--- src/rtl/traffic_light_controller_pkg.sv ---
// Shared codes for the intersection sequencer.
// State encodings and signal-head light patterns.
package traffic_light_controller_pkg;

  localparam logic [2:0] S_NS_GREEN  = 3'd0;
  localparam logic [2:0] S_NS_YELLOW = 3'd1;
  localparam logic [2:0] S_ALL_RED1  = 3'd2;
  localparam logic [2:0] S_EW_GREEN  = 3'd3;
  localparam logic [2:0] S_EW_YELLOW = 3'd4;
  localparam logic [2:0] S_ALL_RED2  = 3'd5;
  localparam logic [2:0] S_NIGHT     = 3'd6;

  localparam logic [2:0] RED = 3'b100;
  localparam logic [2:0] YEL = 3'b010;
  localparam logic [2:0] GRN = 3'b001;
  localparam logic [2:0] OFF = 3'b000;

endpackage

--- src/rtl/traffic_light_controller_phase_timer.sv ---
// Phase timer: 8-bit loadable down-counter.
// Expires on a tick while at zero; parks at zero.
module phase_timer #(
  parameter logic [7:0] RST_VAL = 8'd0
) (
  input  logic       clk,
  input  logic       rst,
  input  logic       loadIn,
  input  logic [7:0] loadValIn,
  input  logic       tickIn,
  output logic       expireOut
);

  logic [7:0] cnt_q;
  logic [7:0] cnt_d;

  // Load wins over counting; count stops at zero.
  always_comb begin
    cnt_d = cnt_q;
    if (loadIn) begin
      cnt_d = loadValIn;
    end else if (tickIn && (cnt_q != 8'd0)) begin
      cnt_d = cnt_q - 8'd1;
    end
  end

  // Counter register with synchronous reset.
  always_ff @(posedge clk) begin
    if (rst) begin
      cnt_q <= RST_VAL;
    end else begin
      cnt_q <= cnt_d;
    end
  end

  assign expireOut = tickIn && (cnt_q == 8'd0);

endmodule

--- src/rtl/traffic_light_controller.sv ---
// Two-way intersection sequencer with demand-served
// side street and night flashing mode.
module traffic_light_controller #(
  parameter int unsigned GREEN_T  = 20,
  parameter int unsigned YELLOW_T = 4,
  parameter int unsigned ALLRED_T = 2
) (
  input  logic       clk,
  input  logic       rst,
  input  logic       tickIn,
  input  logic       dayIn,
  input  logic       sideCarIn,
  output logic [2:0] nsLightOut,
  output logic [2:0] ewLightOut,
  output logic [2:0] phaseOut
);

  import traffic_light_controller_pkg::*;

  localparam logic [7:0] GREEN_V  = 8'(GREEN_T - 1);
  localparam logic [7:0] YELLOW_V = 8'(YELLOW_T - 1);
  localparam logic [7:0] ALLRED_V = 8'(ALLRED_T - 1);

  logic [2:0] state_q;
  logic [2:0] state_d;
  logic       car_pending_q;
  logic       car_pending_d;
  logic       blink_q;
  logic       blink_d;
  logic       expire;
  logic       load;
  logic [7:0] load_val;

  phase_timer #(
    .RST_VAL (ALLRED_V)
  ) u_timer (
    .clk       (clk),
    .rst       (rst),
    .loadIn    (load),
    .loadValIn (load_val),
    .tickIn    (tickIn),
    .expireOut (expire)
  );

  // Next-state logic; unused code 7 falls back to clearance.
  always_comb begin
    state_d = state_q;
    case (state_q)
      S_NS_GREEN: begin
        if (expire && (car_pending_q || !dayIn))
          state_d = S_NS_YELLOW;
      end
      S_NS_YELLOW: begin
        if (expire) state_d = S_ALL_RED1;
      end
      S_ALL_RED1: begin
        if (expire)
          state_d = dayIn ? S_EW_GREEN : S_NIGHT;
      end
      S_EW_GREEN: begin
        if (expire) state_d = S_EW_YELLOW;
      end
      S_EW_YELLOW: begin
        if (expire) state_d = S_ALL_RED2;
      end
      S_ALL_RED2: begin
        if (expire)
          state_d = dayIn ? S_NS_GREEN : S_NIGHT;
      end
      S_NIGHT: begin
        if (dayIn) state_d = S_ALL_RED2;
      end
      default: state_d = S_ALL_RED2;
    endcase
  end

  // Reload the timer with the new phase length on every change.
  always_comb begin
    load = (state_d != state_q);
    case (state_d)
      S_NS_GREEN, S_EW_GREEN:   load_val = GREEN_V;
      S_NS_YELLOW, S_EW_YELLOW: load_val = YELLOW_V;
      default:                  load_val = ALLRED_V;
    endcase
  end

  // Side demand latch; EW_GREEN entry clear beats a new request.
  always_comb begin
    car_pending_d = car_pending_q;
    if ((state_d == S_EW_GREEN) && (state_q != S_EW_GREEN))
      car_pending_d = 1'b0;
    else if (sideCarIn && (state_q != S_EW_GREEN))
      car_pending_d = 1'b1;
  end

  // Flash phase: starts lit, toggles per tick.
  always_comb begin
    blink_d = blink_q;
    if ((state_d == S_NIGHT) && (state_q != S_NIGHT))
      blink_d = 1'b1;
    else if ((state_q == S_NIGHT) && tickIn)
      blink_d = ~blink_q;
  end

  // Controller state registers.
  always_ff @(posedge clk) begin
    if (rst) begin
      state_q       <= S_ALL_RED2;
      car_pending_q <= 1'b0;
      blink_q       <= 1'b1;
    end else begin
      state_q       <= state_d;
      car_pending_q <= car_pending_d;
      blink_q       <= blink_d;
    end
  end

  // Moore light decode.
  always_comb begin
    nsLightOut = RED;
    ewLightOut = RED;
    case (state_q)
      S_NS_GREEN:  nsLightOut = GRN;
      S_NS_YELLOW: nsLightOut = YEL;
      S_EW_GREEN:  ewLightOut = GRN;
      S_EW_YELLOW: ewLightOut = YEL;
      S_NIGHT: begin
        nsLightOut = blink_q ? YEL : OFF;
        ewLightOut = blink_q ? RED : OFF;
      end
      default: ;
    endcase
  end

  assign phaseOut = state_q;

endmodule

--- config.mk ---
export PLATFORM = sky130hd
export DESIGN_NAME = traffic_light_controller
export DESIGN_NICKNAME = d
export VERILOG_FILES = /design/src/rtl/traffic_light_controller_pkg.sv /design/src/rtl/traffic_light_controller_phase_timer.sv /design/src/rtl/traffic_light_controller.sv
export SDC_FILE = /design/constraint.sdc
export NUM_CORES = 1
export LEC_CHECK = 0
export ABC_AREA = 0
export ABC_CLOCK_PERIOD_IN_PS = 1750
export CAP_MARGIN = 20
export CELL_PAD_IN_SITES_DETAIL_PLACEMENT = 0
export CELL_PAD_IN_SITES_GLOBAL_PLACEMENT = 2
export CORE_ASPECT_RATIO = 0.75
export CORE_UTILIZATION = 28
export CTS_BUF_LIST = sky130_fd_sc_hd__clkbuf_2 sky130_fd_sc_hd__clkbuf_4 sky130_fd_sc_hd__clkbuf_8
export DETAILED_ROUTE_END_ITERATION = 10
export GPL_TIMING_DRIVEN = 0
export PLACE_DENSITY_LB_ADDON = 0.12
export SETUP_SLACK_MARGIN = 0.5
export SKIP_CTS_REPAIR_TIMING = 1
export SLEW_MARGIN = 15
export SYNTH_ARGS = -nofsm -noshare
export SYNTH_HDL_FRONTEND = slang
export SYNTH_SLANG_ARGS = --single-unit
--- constraint.sdc ---
create_clock -name clk -period 1.75 [get_ports clk]
set_input_delay 0.2625 -clock clk [delete_from_list [all_inputs] [get_ports clk]]
set_output_delay 0.2625 -clock clk [all_outputs]
set_load 0.02 [all_outputs]
==> results of run 1 <==
==> cell type report <==
type / instances / area, um2
tap: 36 / 45.0
inverter: 5 / 27.5
buffer: 5 / 85.1
clock buffer: 4 / 48.8
timing repair buffer: 34 / 342
sequential: 13 / 278
fill: 232 / 1090
multi-input combinational: 85 / 843
==> through the flow <==
stage | hold WS, ns | utilization, %
2_1_floorplan | 0.326 | -
3_3_place_gp | 0.528 | 43.7
3_5_place_dp | 0.544 | 43.7
4_1_cts | 0.555 | 45.4
5_1_grt | 0.537 | 60.4
6_report | 0.503 | 60.4
==> registers in the layout, indices dropped and copies added (netlist names) <==
signal / cells
u_timer.cnt_q: 8
phaseOut: 3
blink_q: 1
car_pending_q: 1
==> power groups by stage <==
stage / Sequential [W] / Clock, W / Combinational, W
2_1_floorplan: 0.000501 / 0 / 0.000787
3_3_place_gp: 0.000502 / 0 / 0.00103
4_1_cts: 0.000500 / 0.000295 / 0.00104
3_5_place_dp: 0.000503 / 0 / 0.00103
5_1_grt: 0.000554 / 0.000300 / 0.00171
6_report: 0.000541 / 0.000289 / 0.00161
==> routing by layer <==
layer / share of wire [%] / global-route usage, % / up-vias
li1: - / - / 470
met1: 48 / 23.7 / 493
met2: 47 / 19.9 / 21
met3: 3.9 / 4.17 / 4
met4: 0.81 / 3.19 / 0
met5: 0 / 0 / -
==> critical path: cells and delay by family (launching register included) <==
family,cells,cell delay (ns)
AOI/OAI and AO/OA,2,0.32
adders and majority gates,1,0.13
buffers and inverters,1,0.07
DFF,1,0.33
muxes,1,0.34
and+or+nand+nor,1,0.50
==> worst min-delay path by stage <==
stage | startpoint | to | slack [ns] | cells past startpoint
2_1_floorplan | rst | phaseOut[1] | 0.33 | 1
3_3_place_gp | u_timer.cnt_q[6] | u_timer.cnt_q[6] | 0.53 | 2
3_5_place_dp | u_timer.cnt_q[6] | u_timer.cnt_q[6] | 0.54 | 2
4_1_cts | u_timer.cnt_q[6] | u_timer.cnt_q[6] | 0.55 | 2
5_1_grt | dayIn | blink_q | 0.54 | 2
6_report | dayIn | blink_q | 0.50 | 2
==> cells in the final DEF, fill, tap and decap left out, types with 2 or more instances in the layout <==
| cell | count |
|---|---|
| o21ai_0 | 4 |
| buf_8 | 3 |
| dfxtp_4 | 3 |
| nand2_1 | 6 |
| nor3_2 | 2 |
| a211oi_1 | 2 |
| nor2_1 | 8 |
| or4b_4 | 2 |
| inv_4 | 2 |
| dfxtp_1 | 5 |
| nor2_4 | 3 |
| nand2_4 | 2 |
| or4_4 | 2 |
| nor4b_4 | 2 |
| dlymetal6s2s_1 | 6 |
| nor2b_1 | 2 |
| clkbuf_8 | 3 |
| dfxtp_2 | 5 |
| buf_6 | 9 |
| o21ai_2 | 2 |
| buf_12 | 2 |
| nor2_2 | 2 |
| clkdlybuf4s50_1 | 2 |
| nand3_1 | 2 |
| nand2b_1 | 3 |
| buf_4 | 16 |
| a21oi_1 | 4 |
| a21oi_4 | 3 |
| xnor2_1 | 3 |
| xor2_1 | 4 |
==> cells by family after synthesis <==
group / synth area share, %
simple gates: 29.6
buf+inv: 4.37
compound gates: 24.3
xor+xnor: 7.14
fa+ha+maj: 2.91
mux: 1.31
flops: 30.3
==> reports/metrics.csv, run 1 <==
metric,value,unit
worst_slack,-0.0449,ns
drt-total-wl,2.84,mm
die_width,65.9,um
cp-endpoint,u_timer.cnt_q[1],
worst-path-max-fanout,5,
r2r-end,u_timer.cnt_q[1],
synth.cell_area,858,um2
finalCritPeriodShare,103,%
die_area,0.00329,mm2
synthesis.nets,115,
overflow,0,
power_frac_comb,66.0,%
ir_drop,0.743,mV
row_count,16,
hpwl,1.71,mm
rsz0062_at_grt,yes,
skew,0.00314,ns
tightest_slew,0.610,ns
worst_ep_arrival_time,1.95,ns
fin_area,0.00167,mm2
grt_use_total,15.1,%
drtPass1Iterations,4,
slew-limit-headroom,58.7,%
area_delta_synth_final,94.5,%
slowest_stage,or4b_4,
yosysSeqAreaShare,30.3,%
via_count,988,
antenna_found_initial,0,
viasPerCell,5.43,
leakage,0.665,nW
drive_gt1_share,58.2,%
drv_cap,0,
grt_first_pass_wirelength,3.80,mm
path_cells,"inv_4, ha_4, or4b_4, o31ai_4, mux2_4, o32ai_4",
drtIter0Drc,30,
io_buffers,13,
r2r_cells,6,
synth_warnings,0,
wire_per_inst,15.6,um
cts_root_buf,clkbuf_8,
clockPowerShare,11.8,%
ioPinCount,14,
async_flop_share,0,%
ys_top_cells_by_count,"dfxtp_1, nor2_1, nand2_1",
ff2ff_setup_slack,-0.04,ns
cts_sinks,13,
synth.largest_area_cell,dfxtp_1,
syn_inst,108,
hold_viol,0,
cts_made_buffers,3,
clkSlewWorstSetupHoldPaths,0.06,ns
total_power,0.00244,W
gp_congestion,0.789,
htreeDepth,1,
fin_nets,154,
synth_top_area_share,30.3,%
setup_viol,1,
cp-end-kind,flop,
fin_cells,182,
final_max_slew_viol_count,0,
core_area,0.00276,mm2
die_h,50.0,um
synth-edff-count,0,
place_area,0.00121,mm2
cp-startpoint,u_timer.cnt_q[0],
cts_buffer_depth,2,
seq_power_share,22.1,%
p_sw,0.00100,W
status,finished with violations,
sw_frac_of_total,41.0,%
first_global_vias,767,
cp.required,1.90,ns
placed_cells,157,
ys_types,38,
timing.rr.start,u_timer.cnt_q[0],
max_freq,557,MHz
start_kind,flop,
ys.flop_type,dfxtp_1,
clk-insertion-delay-late,0.24,ns
violations,negative setup slack,
p_per_area,1460,mW/mm2
ys_ff_latch,13,
internal-power,0.00144,W
worstSetupPathType,flop to flop,
dp_slack,-0.277,ns
tritoncts,done,
synth_area_leaders,"dfxtp_1, nor2_1, a21oi_1",
diodes,0,
fin_tns_setup,-0.0449,ns
period_needed,1.79,ns
grt_max_degree,11,
drc,0,
avgSynthCellArea,7.95,um2
ant_nets,0,
cpPeakStageDelay,0.50,ns
holdCritPathClass,primary input to flop,
start_util,31.1,%
No activity file was read; power rests on OpenSTA's default activity.
==> run 2: changes to the inputs <==
--- a/config.mk
+++ b/config.mk
@@ -18,6 +18,7 @@
 export PLACE_DENSITY_LB_ADDON = 0.12
 export SETUP_SLACK_MARGIN = 0.5
 export SKIP_CTS_REPAIR_TIMING = 1
+export SKIP_LAST_GASP = 1
 export SLEW_MARGIN = 15
 export SYNTH_ARGS = -nofsm -noshare
 export SYNTH_HDL_FRONTEND = slang
==> reports/metrics.csv, run 2 (synthesis gave the netlist of run 1 again) <==
metric,value,unit,change
min_to,blink_q,,
cts_made_buffers,3,,unchanged
start_kind,flop,,
worst_slack,-0.0495,ns,-0.00469 ns
fin_nets,154,,unchanged
min_path_cells,2,,unchanged
ir_drop,0.731,mV,-1.5%
cp-end-kind,flop,,
holdCritStartpoint,dayIn,,
antenna_found_initial,0,,unchanged
cp.required,1.90,ns,about the same
status,finished with violations,,
p_per_area,1450,mW/mm2,-1.1%
skew,0.00291,ns,-0.000233 ns
drtPass1Iterations,4,,unchanged
grt_first_pass_wirelength,3.80,mm,unchanged
row_count,16,,unchanged
slew-limit-headroom,59.3,%,+0.53 points
tightest_slew,0.602,ns,-0.00783 ns
worstSetupPathType,flop to flop,,
drc,0,,unchanged
worst-path-max-fanout,5,,unchanged
die_width,65.9,um,unchanged
drv_cap,0,,unchanged
final_common_cell,buf_4,,
ant_nets,0,,unchanged
drive_gt1_share,57.5,%,-0.68 points
r2r_cells,6,,unchanged
violations,negative setup slack,,
area_delta_synth_final,92.4,%,
first_global_vias,767,,unchanged
die_area,0.00329,mm2,unchanged
die_h,50.0,um,unchanged
finalCritPeriodShare,103,%,+0.27 points
ff2ff_setup_slack,-0.05,ns,about the same
largest_register_ffs,8,,unchanged
io_buffers,13,,unchanged
r2r-end,u_timer.cnt_q[1],,
fin_util,59.8,%,-0.63 points
ioPinCount,14,,unchanged
start_util,31.1,%,unchanged
final_max_slew_viol_count,0,,unchanged
max_freq,556,MHz,-0.26%
via_count,971,,-1.7%
tritoncts,done,,
rsz0062_at_grt,yes,,
core_area,0.00276,mm2,unchanged
top_register,u_timer.cnt_q,,
clk-insertion-delay-late,0.24,ns,about the same
holdCritPathClass,primary input to flop,,
clkSlewWorstSetupHoldPaths,0.06,ns,about the same
gp_congestion,0.789,,unchanged
period_needed,1.80,ns,+0.00469 ns
hpwl,1.71,mm,unchanged
final_cell_mix,"buf_4, buf_6, nor2_1",,
drtIter0Drc,23,,-23%
overflow,0,,unchanged
diodes,0,,unchanged
cts_buffer_depth,2,,unchanged
leakage,0.660,nW,-0.69%
worst_ep_arrival_time,1.95,ns,about the same
total_power,0.00239,W,-2.1%
timing.rr.start,u_timer.cnt_q[0],,
grt_max_degree,11,,unchanged
drt-total-wl,2.79,mm,-2.0%
setup_viol,1,,unchanged
viasPerCell,5.34,,-1.7%
hold_viol,0,,unchanged
wire_per_inst,15.3,um,-2.0%
grt_use_total,15.1,%,unchanged
cts_sinks,13,,unchanged
htreeDepth,1,,unchanged
cts_root_buf,clkbuf_8,,
==> run 2: cell counts in the layout (fill, tap and decap cells not counted) <==
No cell type changed its count.
==> run 2: through the flow <==
stage | setup TNS, ns | instance area [um2] | instances | hold slack (ns) | setup slack [ns]
after CTS | -1.82 | 1250 | 161 | 0.555 | -0.341
after global placement | -2.50 | 1210 | 157 | 0.528 | -0.293
final | -0.0495 | 1650 | 182 | 0.520 | -0.0495
after global routing | -0.133 | 1650 | 182 | 0.537 | -0.0988
after detailed placement | -2.47 | 1210 | 157 | 0.544 | -0.277
after floorplan | 0 | 1030 | 108 | 0.326 | 0.0168
==> run 2: final cells by class <==
class | instances | area [um2]
sequential | 13 | 278
multi-input combinational | 85 | 826
fill | 231 | 1110
buffer | 5 | 85.1
tap | 36 | 45.0
inverter | 5 | 27.5
clock buffer | 4 | 48.8
timing repair buffer | 34 | 342
==> run 2: how the worst max path moves through the flow <==
| stage | startpoint | end | depth (start not counted) |
|---|---|---|---|
| 2_1_floorplan | u_timer.cnt_q[1] | u_timer.cnt_q[1] | 6 |
| 3_3_place_gp | tickIn | u_timer.cnt_q[1] | 5 |
| 3_5_place_dp | tickIn | u_timer.cnt_q[6] | 5 |
| 4_1_cts | phaseOut[0] | ewLightOut[2] | 6 |
| 5_1_grt | u_timer.cnt_q[0] | u_timer.cnt_q[1] | 6 |
| 6_report | u_timer.cnt_q[0] | u_timer.cnt_q[1] | 6 |
==> run 2: critical path, stage by stage (launching register included) <==
cell,delay [ns]
dfxtp_2,0.33
inv_4,0.07
ha_4,0.13
or4b_4,0.50
o31ai_4,0.24
mux2_4,0.34
o32ai_4,0.09
==> run 2: power by group <==
part	switching [W]	total [W]	leakage [nW]	internal (W)
Combinational	0.000732	0.00156	0.526	0.000829
Sequential	0.000135	0.000538	0.108	0.000402
Clock	0.000115	0.000291	0.0262	0.000176
Total	0.000982	0.00239	0.660	0.00141
==> run 2: routing by layer <==
metal | global-route usage, % | part of all wire [%] | up-vias
met4 | 3.19 | 0.29 | 0
met1 | 23.7 | 49 | 479
met3 | 4.17 | 4.2 | 2
met2 | 19.9 | 47 | 19
met5 | 0 | 0 | -
li1 | - | - | 471
==> run 3: changes to the inputs <==
--- a/config.mk
+++ b/config.mk
@@ -13,12 +13,12 @@
 export CORE_ASPECT_RATIO = 0.75
 export CORE_UTILIZATION = 28
 export CTS_BUF_LIST = sky130_fd_sc_hd__clkbuf_2 sky130_fd_sc_hd__clkbuf_4 sky130_fd_sc_hd__clkbuf_8
+export CTS_CLUSTER_SIZE = 30
 export DETAILED_ROUTE_END_ITERATION = 10
 export GPL_TIMING_DRIVEN = 0
 export PLACE_DENSITY_LB_ADDON = 0.12
 export SETUP_SLACK_MARGIN = 0.5
 export SKIP_CTS_REPAIR_TIMING = 1
-export SKIP_LAST_GASP = 1
 export SLEW_MARGIN = 15
 export SYNTH_ARGS = -nofsm -noshare
 export SYNTH_HDL_FRONTEND = slang
==> results of run 3 <==
Same layout as run 1: the final DEF is identical, and so are final timing and power.
